## src/rtl/dram_rd_pipe.sv

```systemverilog
// Read-latency shift register: one valid bit plus a data word per stage.
module dram_rd_pipe #(
   parameter int unsigned DEPTH = 5,
   parameter int unsigned WIDTH = 32
) (
   input  logic             dram_clk,
   input  logic             rst_n,
   input  logic             issue_valid,
   input  logic [WIDTH-1:0] issue_data,
   output logic             done_valid,
   output logic [WIDTH-1:0] done_data
);

   logic [DEPTH-1:0] vld;
   logic [WIDTH-1:0] dat [DEPTH];

   always_ff @(posedge dram_clk or negedge rst_n) begin
      if (!rst_n) begin
         vld <= '0;
         for (int unsigned i = 0; i < DEPTH; i++) begin
            dat[i] <= '0;
         end
      end else begin
         vld[0] <= issue_valid;
         dat[0] <= issue_data;
         for (int unsigned i = 1; i < DEPTH; i++) begin
            vld[i] <= vld[i-1];
            dat[i] <= dat[i-1];
         end
      end
   end

   assign done_valid = vld[DEPTH-1];
   assign done_data  = dat[DEPTH-1];

endmodule

```

## config.mk

```make
export PLATFORM = sky130hd
export DESIGN_NAME = dram_rd_pipe
export DESIGN_NICKNAME = d
export VERILOG_FILES = /design/src/rtl/dram_rd_pipe.sv
export SDC_FILE = /design/constraint.sdc
export NUM_CORES = 1
export LEC_CHECK = 0
export CORE_AREA = 8 8 103 105
export DETAILED_ROUTE_END_ITERATION = 10
export DIE_AREA = 0 0 111 113
export DONT_BUFFER_PORTS = 1
export PLACE_DENSITY = 0.72
export SYNTH_ARGS = -nofsm -noshare
export SYNTH_HDL_FRONTEND = slang
export SYNTH_SLANG_ARGS = --single-unit
```

## constraint.sdc

```tcl
create_clock -name dram_clk -period 0.8 [get_ports dram_clk]
set_input_delay 0.16 -clock dram_clk [delete_from_list [all_inputs] [get_ports dram_clk]]
set_output_delay 0.16 -clock dram_clk [all_outputs]
set_load 0.02 [all_outputs]
```

==> run_summary.xml <==
<?xml version="1.0" encoding="UTF-8"?>
<metrics>
  <group name="power">
    <metric name="sequentialPowerShare" unit="%">51.3</metric>
    <metric name="pwr_density_cell" unit="nW/um^2">3330</metric>
    <metric name="power.net_switching" unit="W">0.00344</metric>
    <metric name="clock_power_share" unit="%">47.9</metric>
    <metric name="cellLeakagePower" unit="nW">2.33</metric>
    <metric name="internal_power" unit="W">0.0141</metric>
    <metric name="worst_ir_drop_vdd" unit="mV">1.54</metric>
    <metric name="comb_power_share" unit="%">0.7</metric>
    <metric name="switching_share" unit="%">19.6</metric>
  </group>
  <group name="sta">
    <metric name="finClkSkew" unit="ns">0.00877</metric>
    <metric name="fin_hold_ws" unit="ns">-0.661</metric>
    <metric name="grt_setup_unrepaired" unit="">yes</metric>
    <metric name="layout_setup_ws" unit="ns">-0.324</metric>
    <metric name="setup-tns-final" unit="ns">-10.32</metric>
    <metric name="number_of_failing_setup_endpoints_in_the_final_timing_report" unit="">33</metric>
    <metric name="max_slew_margin" unit="%">81.4</metric>
    <metric name="final_min_period_over_clock_period" unit="%">141</metric>
    <metric name="final.min_clock_period" unit="ns">1.12</metric>
    <metric name="maxSlewViolCount" unit="">0</metric>
    <metric name="tightestPinTransition" unit="ns">0.280</metric>
    <metric name="timing_hold_violations_final" unit="">165</metric>
    <metric name="fmax" unit="MHz">890</metric>
  </group>
  <group name="detailed_routing">
    <metric name="avgRoutedWirePerCell" unit="um">14.7</metric>
    <metric name="detailedRoute.firstIterationViolations" unit="">70</metric>
    <metric name="average_via_count_per_standard_cell" unit="">4.15</metric>
    <metric name="drt_first_pass_iters" unit="">3</metric>
    <metric name="routed_wl" unit="um">5010</metric>
    <metric name="final_antenna_net_count" unit="">0</metric>
    <metric name="dr_total_vias" unit="">1416</metric>
    <metric name="drc" unit="">0</metric>
  </group>
  <group name="layout">
    <metric name="antennaDiodeCount" unit="">0</metric>
    <metric name="fin_util" unit="%">58.7</metric>
    <metric name="nFillCells" unit="">616</metric>
    <metric name="post_route_cells_drive_above_1_share" unit="%">27.4</metric>
    <metric name="multi_input_comb_area" unit="sq um">0</metric>
    <metric name="areaGrowthSynthToFinish" unit="%">20.5</metric>
    <metric name="finalNetCount" unit="">252</metric>
    <metric name="n_multi_input_combinational_cell" unit="">0</metric>
  </group>
  <group name="clock_tree">
    <metric name="worstSkewPairLatency" unit="ns">0.51</metric>
    <metric name="clock_path_buffers" unit="">2</metric>
    <metric name="clock-sinks" unit="">165</metric>
    <metric name="cts.htree.levels" unit="">4</metric>
    <metric name="clk_root_buffer_cell" unit="">sky130_fd_sc_hd__clkbuf_8</metric>
    <metric name="cts-buffers-inserted" unit="">17</metric>
    <metric name="post_cts_buffers" unit="">0</metric>
    <metric name="worst_setup_hold_path_clk_slew" unit="ns">0.07</metric>
    <metric name="cts_tree" unit="">built</metric>
    <metric name="cts_hold_repair.buffers" unit="">33</metric>
  </group>
  <group name="critical_path">
    <metric name="crit_required" unit="ns">0.64</metric>
    <metric name="worstSetupStartpointType" unit="">register</metric>
    <metric name="worstSetupEndpointType" unit="">output port</metric>
    <metric name="critical_path_class" unit="">register to output port</metric>
    <metric name="rrSetupSlack" unit="ns">0.31</metric>
    <metric name="worst-path-max-fanout" unit="">1</metric>
    <metric name="worst_ep_arrival_time" unit="ns">0.96</metric>
  </group>
  <group name="synth">
    <metric name="post_synth_top_area_cell" unit="">sky130_fd_sc_hd__dfrtp_1</metric>
    <metric name="seq_area_frac_synth" unit="%">94.5</metric>
    <metric name="synth.lib_cells_used.distinct" unit="">2</metric>
    <metric name="synthCells" unit="">197</metric>
    <metric name="ys_seq_elements" unit="">165</metric>
    <metric name="ys.flop_type" unit="">sky130_fd_sc_hd__dfrtp_1</metric>
    <metric name="syn-cell-area" unit="sq um">4370</metric>
    <metric name="synth_enable_flop_cells" unit="">0</metric>
    <metric name="yosysMostFrequentCell" unit="">sky130_fd_sc_hd__dfrtp_1</metric>
    <metric name="ys_top_cells_by_area" unit="">sky130_fd_sc_hd__dfrtp_1 95%, sky130_fd_sc_hd__buf_4 5.5%</metric>
    <metric name="yosys_warnings" unit="">0</metric>
    <metric name="synth_commonest_cells" unit="">165 x sky130_fd_sc_hd__dfrtp_1, 32 x sky130_fd_sc_hd__buf_4</metric>
    <metric name="avgSynthCellArea" unit="sq um">22.2</metric>
    <metric name="asyncSetResetFlopFracSynth" unit="%">100</metric>
    <metric name="fraction_of_post_synthesis_cell_area_in_the_top_cell_type_by_area" unit="%">94.5</metric>
    <metric name="synth.net_count" unit="">232</metric>
  </group>
  <group name="placed_design">
    <metric name="placement.io_buffers" unit="">0</metric>
    <metric name="place.gp.congestion" unit="">0.579</metric>
  </group>
  <group name="floorplan">
    <metric name="rows" unit="">35</metric>
    <metric name="die_x" unit="um">111</metric>
    <metric name="dieArea" unit="sq um">12500</metric>
    <metric name="io_pins" unit="">68</metric>
    <metric name="placeableCoreArea" unit="sq um">8980</metric>
    <metric name="die_height" unit="um">113</metric>
    <metric name="effective_utilization_at_floorplan" unit="%">48.7</metric>
  </group>
  <group name="status">
    <metric name="status" unit="">complete, but fails checks</metric>
    <metric name="violations" unit="">negative hold slack, negative setup slack</metric>
  </group>
  <group name="global_route">
    <metric name="grt_antenna_before_repair" unit="">0</metric>
    <metric name="grt_overflow_total" unit="">0</metric>
    <metric name="grt_start_max_net_pins" unit="">166</metric>
    <metric name="grt_pass1_wl" unit="um">8260</metric>
    <metric name="first_global_vias" unit="">1587</metric>
    <metric name="grt_util_all_layers" unit="%">8.92</metric>
  </group>
  <group name="run">
    <metric name="cap_viol_max_count" unit="">0</metric>
  </group>
  <group name="hold_path">
    <metric name="hold_path_class" unit="">input port to asynchronous set/reset pin</metric>
  </group>
</metrics>
[area by class of cell]
class                 instances  area (sq um)  share of cell area, %
sequential                  165          4170                   79.2
clock buffer                 20           435                   8.27
timing repair buffer         33           330                   6.27
clock inverter               12           191                   3.64
tap                         111           139                   2.64
[through the flow]
step           hold WS [ns]  area, sq um  cells  total power (W)  setup slack [ns]
6_report             -0.661         5270    341           0.0176            -0.324
5_1_grt              -0.706         5270    341           0.0182            -0.370
4_1_cts              -0.689         5250    341           0.0178            -0.356
3_5_place_dp         -0.131         4270    276          0.00916             0.193
3_3_place_gp         -0.131         4270    276          0.00914             0.207
2_1_floorplan        -0.136         4370    197          0.00922             0.158
[cells in the final DEF (no fill, tap or decap)]
cell	synthesis	final
sky130_fd_sc_hd__clkbuf_8	0	2
sky130_fd_sc_hd__dfrtp_1	165	132
sky130_fd_sc_hd__clkinv_4	0	3
sky130_fd_sc_hd__dfrtp_2	0	33
sky130_fd_sc_hd__clkinvlp_4	0	1
sky130_fd_sc_hd__inv_8	0	1
sky130_fd_sc_hd__clkbuf_16	0	16
sky130_fd_sc_hd__clkbuf_1	0	2
sky130_fd_sc_hd__bufinv_16	0	4
sky130_fd_sc_hd__dlygate4sd3_1	0	33
sky130_fd_sc_hd__inv_6	0	3
[cells by family (layout without fill, tap and decap cells)]
family                 Yosys count  in the layout  share of synthesized area, %
DFF                            165            165                          94.5
buffers and inverters           32             65                          5.50
[state kept, by name, indices dropped and copies added (netlist names)]
name       cells
done_data     32
dat          128
vld            5
[repair_timing]
item	4_1_cts	5_1_grt
hold endpoints to repair	198	165
gates resized for setup	21	12
setup endpoints to repair	33	33
[metal layers]
| metal | vias up | part of all wire (%) | routed length [um] | GRT usage, % |
|---|---|---|---|---|
| met5 | - | 0 | 0 | 0 |
| met4 | 0 | 1.8 | 89 | 5.68 |
| met3 | 9 | 8.1 | 405 | 6.14 |
| met2 | 52 | 49 | 2460 | 12.5 |
| met1 | 738 | 41 | 2060 | 9.61 |
| li1 | 617 | - | - | - |
[final timing paths]
path / startpoint / endpoint / depth (start not counted)
worst max register to register: dat[131]$_DFF_PN0_ / dat[99]$_DFF_PN0_ / 0
max in group asynchronous: rst_n / done_data[13]$_DFF_PN0_ / 0
worst min register to register: dat[108]$_DFF_PN0_ / dat[76]$_DFF_PN0_ / 0
worst min-delay path: rst_n / done_data[30]$_DFF_PN0_ / 0
min in group dram_clk: issue_data[27] / dat[155]$_DFF_PN0_ / 1
worst max-delay path: done_data[20]$_DFF_PN0_ / done_data[20] / 0
[power by group through the flow]
| stage | Sequential (W) | Combinational (W) | Clock, W |
|---|---|---|---|
| after global placement | 0.00914 | 0 | 0 |
| final | 0.00901 | 0.000131 | 0.00841 |
| after detailed placement | 0.00916 | 0 | 0 |
| after CTS | 0.00902 | 0.000132 | 0.00864 |
| after floorplan | 0.00899 | 0.000232 | 0 |
| after global routing | 0.00905 | 0.000137 | 0.00902 |
No activity file was read; power rests on OpenSTA's default activity.
